## src/rtl/cordic_quadrant_wrap.sv

```systemverilog
// Full-circle wrapper around a first-quadrant CORDIC core.
// The phase is split into a quadrant and a 90-degree residual; the residual
// drives the core as 8.8 degrees. The quadrant travels alongside the core
// through a tag line, and the core results are then swapped/negated to give
// sine and cosine over the whole circle.
module cordic_quadrant_wrap #(
    parameter int WIDTH    = 16,
    parameter int CORE_LAT = 16
) (
    input  logic             clk,
    input  logic             rst_n,
    input  logic             in_valid,
    input  logic [WIDTH-1:0] phase_in,
    output logic [WIDTH-1:0] core_angle,
    input  logic [WIDTH-1:0] core_sine,
    input  logic [WIDTH-1:0] core_cosine,
    output logic             out_valid,
    output logic [WIDTH-1:0] sine,
    output logic [WIDTH-1:0] cosine,
    output logic [1:0]       out_quad
);

    // Residual is a fraction of 90 deg; times 45 then >>5 gives 8.8 degrees
    // (x * 90 * 256 / 2^14 == x * 45 / 32).
    localparam int FRAC_W = WIDTH - 2;
    localparam int PROD_W = FRAC_W + 6;

    // Two's complement negate; the core never exceeds |1.0| so this cannot
    // overflow, and -0 naturally stays 0.
    function automatic logic [WIDTH-1:0] negate(input logic [WIDTH-1:0] v);
        return WIDTH'(~v + 1'b1);
    endfunction

    // S1 state
    logic              vld1_q, vld1_d;
    logic [1:0]        q1_q, q1_d;
    logic [PROD_W-1:0] prod_q, prod_d;

    // S2 state (core_angle plus the tag entry point)
    logic [WIDTH-1:0]  core_angle_q, core_angle_d;
    logic              vld2_q, vld2_d;
    logic [1:0]        q2_q, q2_d;

    // Tag delay line matched to the core latency
    logic [CORE_LAT-1:0] tag_vld_q, tag_vld_d;
    logic [1:0]          tag_quad_q [CORE_LAT];
    logic [1:0]          tag_quad_d [CORE_LAT];

    // S3 output register
    logic              out_valid_q, out_valid_d;
    logic [1:0]        out_quad_q, out_quad_d;
    logic [WIDTH-1:0]  sine_q, sine_d;
    logic [WIDTH-1:0]  cosine_q, cosine_d;

    logic              t_vld;
    logic [1:0]        t_quad;
    logic              prod_lsb_unused;

    assign t_vld           = tag_vld_q[CORE_LAT-1];
    assign t_quad          = tag_quad_q[CORE_LAT-1];
    assign prod_lsb_unused = ^prod_q[4:0];

    // S1: capture quadrant and scale the residual; hold on bubbles
    always_comb begin
        vld1_d = in_valid;
        q1_d   = q1_q;
        prod_d = prod_q;
        if (in_valid) begin
            q1_d   = phase_in[WIDTH-1:WIDTH-2];
            prod_d = PROD_W'(phase_in[FRAC_W-1:0]) * PROD_W'(45);
        end
    end

    // S2: truncate to 8.8 degrees for the core; angle only moves on valid data
    always_comb begin
        vld2_d       = vld1_q;
        q2_d         = q1_q;
        core_angle_d = core_angle_q;
        if (vld1_q) begin
            core_angle_d = {1'b0, prod_q[PROD_W-1:5]};
        end
    end

    // Tag line: shifts every cycle so bubbles keep their relative slot
    always_comb begin
        tag_vld_d     = {tag_vld_q[CORE_LAT-2:0], vld2_q};
        tag_quad_d[0] = q2_q;
        for (int i = 1; i < CORE_LAT; i++) begin
            tag_quad_d[i] = tag_quad_q[i-1];
        end
    end

    // S3: map first-quadrant core results onto the tagged quadrant
    always_comb begin
        out_valid_d = t_vld;
        out_quad_d  = t_quad;
        sine_d      = core_sine;
        cosine_d    = core_cosine;
        case (t_quad)
            2'd0: begin
                sine_d   = core_sine;
                cosine_d = core_cosine;
            end
            2'd1: begin
                sine_d   = core_cosine;
                cosine_d = negate(core_sine);
            end
            2'd2: begin
                sine_d   = negate(core_sine);
                cosine_d = negate(core_cosine);
            end
            default: begin
                sine_d   = negate(core_cosine);
                cosine_d = core_sine;
            end
        endcase
    end

    // All pipeline state with synchronous active-low clear
    always_ff @(posedge clk) begin
        if (!rst_n) begin
            vld1_q       <= 1'b0;
            q1_q         <= '0;
            prod_q       <= '0;
            vld2_q       <= 1'b0;
            q2_q         <= '0;
            core_angle_q <= '0;
            tag_vld_q    <= '0;
            for (int i = 0; i < CORE_LAT; i++) begin
                tag_quad_q[i] <= '0;
            end
            out_valid_q  <= 1'b0;
            out_quad_q   <= '0;
            sine_q       <= '0;
            cosine_q     <= '0;
        end else begin
            vld1_q       <= vld1_d;
            q1_q         <= q1_d;
            prod_q       <= prod_d;
            vld2_q       <= vld2_d;
            q2_q         <= q2_d;
            core_angle_q <= core_angle_d;
            tag_vld_q    <= tag_vld_d;
            for (int i = 0; i < CORE_LAT; i++) begin
                tag_quad_q[i] <= tag_quad_d[i];
            end
            out_valid_q  <= out_valid_d;
            out_quad_q   <= out_quad_d;
            sine_q       <= sine_d;
            cosine_q     <= cosine_d;
        end
    end

    assign core_angle = core_angle_q;
    assign out_valid  = out_valid_q;
    assign out_quad   = out_quad_q;
    assign sine       = sine_q;
    assign cosine     = cosine_q;

endmodule
```

## config.mk

```make
export PLATFORM = sky130hd
export DESIGN_NAME = cordic_quadrant_wrap
export DESIGN_NICKNAME = d
export VERILOG_FILES = /design/src/rtl/cordic_quadrant_wrap.sv
export SDC_FILE = /design/constraint.sdc
export NUM_CORES = 1
export LEC_CHECK = 0
export CAP_MARGIN = 20
export CORE_ASPECT_RATIO = 0.5
export CORE_UTILIZATION = 40
export DETAILED_ROUTE_END_ITERATION = 10
export PLACE_DENSITY = 0.72
export SLEW_MARGIN = 20
export SYNTH_ARGS = -nofsm -noshare
export SYNTH_HDL_FRONTEND = slang
export SYNTH_SLANG_ARGS = --single-unit
```

## constraint.sdc

```tcl
create_clock -name clk -period 5.6 [get_ports clk]
set_clock_uncertainty 0.15 [all_clocks]
set_input_delay 1.12 -clock clk [delete_from_list [all_inputs] [get_ports clk]]
set_output_delay 1.12 -clock clk [all_outputs]
set_load 0.02 [all_outputs]
```

# --- Yosys cells after proc, flatten, opt, wreduce, memory -nomap -nowiden ---
# Memories as Yosys holds them, arrays and structs flattened.
# Cells that the tools add are included.
word_totals:
  memories: 1
  out_inout_bits: 51
  ramBits: 32
  word_cells: 56
  register_bits: 92
op_classes:
  n_eq_ne: 2
  mul: 1
  bitwise_logic: 18
  add_sub_neg: 2
  muxes: 20
  reduce_logical: 1
memory_table:
  columns: ["memory", "words", "width", "read_ports", "rd_clocked_by_memory_dff", "write_ports", "line_no", "source"]
  rows:
  - ["tag_quad_q", 16, 2, 16, 0, 16, "46", "logic [1:0] tag_quad_q [CORE_LAT];"]
op_table:
  columns: ["op", "n"]
  rows:
  - ["16-bit case mux with 3 select lines", 2]
  - ["16-bit by 1-bit adder with 16-bit output (second input constant)", 2]
  - ["2-bit two-way mux", 16]
  - ["16-bit inverter", 2]
  - ["14-bit by 6-bit multiplier with 20-bit output (second input constant)", 1]
  - ["1-bit OR", 16]
  - ["2-bit by 1-bit equality test with 1-bit output (second input constant)", 1]
  - ["2-bit equality test (second input constant)", 1]
  - ["2-bit zero test", 1]
  - ["1-bit two-way mux", 2]

# --- Logic depth before layout (Yosys ltp) ---
logic_depth:
  word_depth: 3
  mapped_depth: 14

# --- Worst setup path before layout ---
# No wires, ideal clock.
synth_timing:
  path_type: "input -> register"
  startpoint: "input port phase_in[2]"
  endpoint: "register prod_q[12]"
  arrival_time_ps: 3942
  stages: 12
  n_path_buf: 0
  path_slack_ps: 1385
  required_ps: 5327
  cell_sequence: "ha_1 > fa_1 > inv_1 > fa_1 > inv_1 > ha_1 > and2_1 > o21ai_0 > a21boi_0 > o211ai_1 > mux2i_1 > or2_2"
synth_via:
  elab_chain_len: 1
synth_lines:
  columns: ["element", "line_no", "source"]
  rows:
  - ["start, declared", "13", "input logic [WIDTH-1:0] phase_in,"]
  - ["14-bit by 6-bit multiplier with 20-bit output", "70", "prod_d = PROD_W'(phase_in[FRAC_W-1:0]) * PROD_W'(45);"]
  - ["end signal, assigned", "139", "prod_q <= prod_d;"]
  - ["end, declared", "37", "logic [PROD_W-1:0] prod_q, prod_d;"]
# No other way between the ends.
# A chain may end at the register's enable or synchronous reset.

# --- Final worst setup path ---
# Same ends and word-level chain as after synthesis.

==> metrics.md <==
| Metric | Value |
|---|---|
| Top-area cell type share of the netlist area | between 30% and 40% |
| Nets | ~890 |
| CTS root buffer | clkbuf_16 |
| Status | finished, final reports clean |
| Gate Count Post-Synth | roughly 690 |
| Die Footprint | 16870 sq um |
| Most numerous cell in the Yosys netlist | dfxtp_1 |
| ANT nets after route | 0 |
| Die width | 182.7 um |
| Initial antenna violation count | 0 |
| Type of the worst min-delay path | reg2reg |
| Final core occ | a little over half |
| Initial drt markers | about 270 |
| Gp weighted congestion | 0.8456 |
| Clk pin slew, worst setup/hold paths | 50 ps |
| Post-synth top flop | dfxtp_1 |
| Final worst slack | 1079 ps |
| Max-slew headroom | approximately 29% |
| Top post-synthesis cells by count | 119 x dfxtp_1, 59 x and2_1, 59 x inv_1 |
| Leading area contributor after synthesis | dfxtp_1 |
| Drt wl/cell | 13.59 um |
| Final HPWL DP | between 10 and 15 mm |
| Leak | around 3.4 nW |
| First-pass GRT wire length | ~23 mm |
| CTS tree | yes |
| Crit path DAT | between 4000 and 5000 ps |
| DR vias | approximately 5000 |
| Largest net degree at the start of global routing | slightly below 100 |
| Syn Nets | approximately 800 |
| Clk buf depth | 2 |
| DR vias/cell | approximately 5.0 |
| CP Launch Type | primary input |
| Placed instance area | 7662 sq um |
| Starting Density | 41.61% |
| Port Buffer Count | 100 |
| Max Fclk | 0.2212 GHz |
| Ant. Diodes | 0 |
| Crit share post-route | about four fifths |
| Setup CP Type | in2reg |
| Total GRT Usage | between 10% and 20% |
| Vias in the first global route | slightly below 5000 |
| Sequential area share after synthesis | a little over a third |
| Post-Syn Area | around 6500 sq um |
| Met2 GRT Util | between 20 and 30% |
| Final setup TNS | 0 ps |
| Final setup fails | 0 |
| CTS H-tree lvls | 4 |
| Total power | approximately 0.0027 W |
| Syn avg cell area | roughly 9.4 sq um |
| Clock Latency Late Sink | roughly 400 ps |
| Ports | approximately 100 |
| Yosys warns | 0 |
| CTS Buf Count | 17 |
| Fin. Hold Viols | 0 |
| Layout area overhead | 26.34% |
| Clock Sinks | roughly 120 |
| Tmin final | 4521 ps |
| Worst slew pin tran | 1059 ps |
| Fraction of layout cells with a size suffix above 1 | 8.619% |
| RSZ-0062 raised after global routing | no |
| Global route hottest layer | met2 |
| Met1 Use GR | 22.35% |
| # Max-Cap Violations | 0 |
| Drt pass-1 iters | 4 |
| Chip height | slightly above 90 um |
| # rows | 32 |
| Total gr overflow | 0 |
| Hold_buf cts | 0 |
| Worst vdd ir | between 0.2 and 0.25 mV |
| Post-synth ARST share | 0% |
| EDFF count, synth | 0 |
| Max Transition Viols Final | 0 |
| Core area | roughly 16000 sq um |
| Pwr Density | roughly 330 nW/um^2 |
| Worst setup EP type | flop |
| Post-CTS sizing | 0 |
| Post-place setup slack | a little under 700 ps |
| Worst Path Max Fanout | 4 |
| Post-route cell area | between 8000 and 9000 sq um |
| M3 GR Usage | 3.578% |
| Crit path required time | roughly 5700 ps |
| DRC errors left | 0 |
| Largest cells by area after synthesis | dfxtp_1 36%, ha_1 7.5%, fa_1 6.1% |
| Post-Route WL | ~14 mm |
| Post-CTS Setup Inserts | 0 |
| Yosys cell types | just over 60 |
| Number of synthesized register bits | ~120 |
==> worst paths after layout <==
kind / startpoint / end / slack (ps) / depth (start not counted)
setup / recovery: phase_in[2] / prod_q[12] / 1080 / 13
hold / removal: tag_quad_q[0][11] / tag_quad_q[0][13] / 280 / 1
setup reg to reg: tag_quad_q[1][14] / sine[8] / 3230 / 4
hold reg to reg: tag_quad_q[0][11] / tag_quad_q[0][13] / 280 / 1
==> final cells by class <==
type	count	area, sq um
well taps	221	276.5
clock buffers	20	436.7
fillers	1441	7443
flip-flops and latches	119	2385
clock inverters	12	152.6
inverters	61	229.0
multi-input cells	473	3746
repair buffers	104	1026
==> critical path: stages <==
cell and delay, ps:
clkdlybuf4s50_1 450, ha_1 350, fa_1 540, inv_1 50, fa_1 520, inv_1 40
ha_1 320, and2_1 200, o21ai_0 130, a21boi_0 350, o211ai_1 150, mux2i_1 130
or2_2 300
==> registers in the layout (all words and copies together) (netlist names) <==
signal	count
q2_q	2
q1_q	2
vld1_q	1
sine	16
cosine	16
vld2_q	1
out_valid	1
tag_vld_q	16
out_quad	2
core_angle	15
prod_q	15
tag_quad_q	32
==> layout by cell type (no fill, tap or decap), drive strengths merged, types with 4 or more instances in the layout <==
cell type and instances:
and2 59, nand2 40, xor2 11, a21oi 31, mux2 7, mux2i 29
nand2b 6, nor2 51, and3 5, clkinv 9, a211oi 7, nor4 6
nand3 19, clkbuf 20, fa 20, inv 60, o21ai 18, clkdlybuf4s50 99
o211a 5, buf 5, o22ai 6, xnor2 20, nor3 7, mux4 11
o211ai 10, o31ai 6, o21a 5, ha 39, dfxtp 119, or2 4
or3 9
==> per-layer routing <==
layer / up-vias / part of all wire [%]
met5: - / 0
met4: 0 / 1.3
met3: 15 / 3.3
met2: 101 / 47
met1: 2365 / 48
li1: 2549 / -
==> logic make-up (layout without fill, tap and decap cells) <==
logic type	Yosys count	after routing	synth area share [%]
DFF	119	119	36.48
muxes	47	47	9.445
and+or+nand+nor	223	223	18.51
AOI/OAI and AO/OA	112	112	11.59
buffers and inverters	102	197	6.169
xor gates and xnor gates	31	31	4.157
other	1	1	0.05742
adders and majority gates	59	59	13.60
==> through the flow <==
stage | hold slack (ps) | cells
after floorplan | 261.9 | 694
after global placement | 262.6 | 978
after detailed placement | 268.1 | 978
after CTS | 281.6 | 1010
after global routing | 285.7 | 1010
final | 277.5 | 1010
==> power breakdown <==
| part | internal [W] | switching (W) |
|---|---|---|
| clock | 0.000699 | 0.000370 |
| sequential | 0.000909 | 0.0000334 |
| combinational | 0.000324 | 0.000394 |
| total | 0.00193 | 0.000798 |
Note: power is estimated with default switching activity, not from simulation.
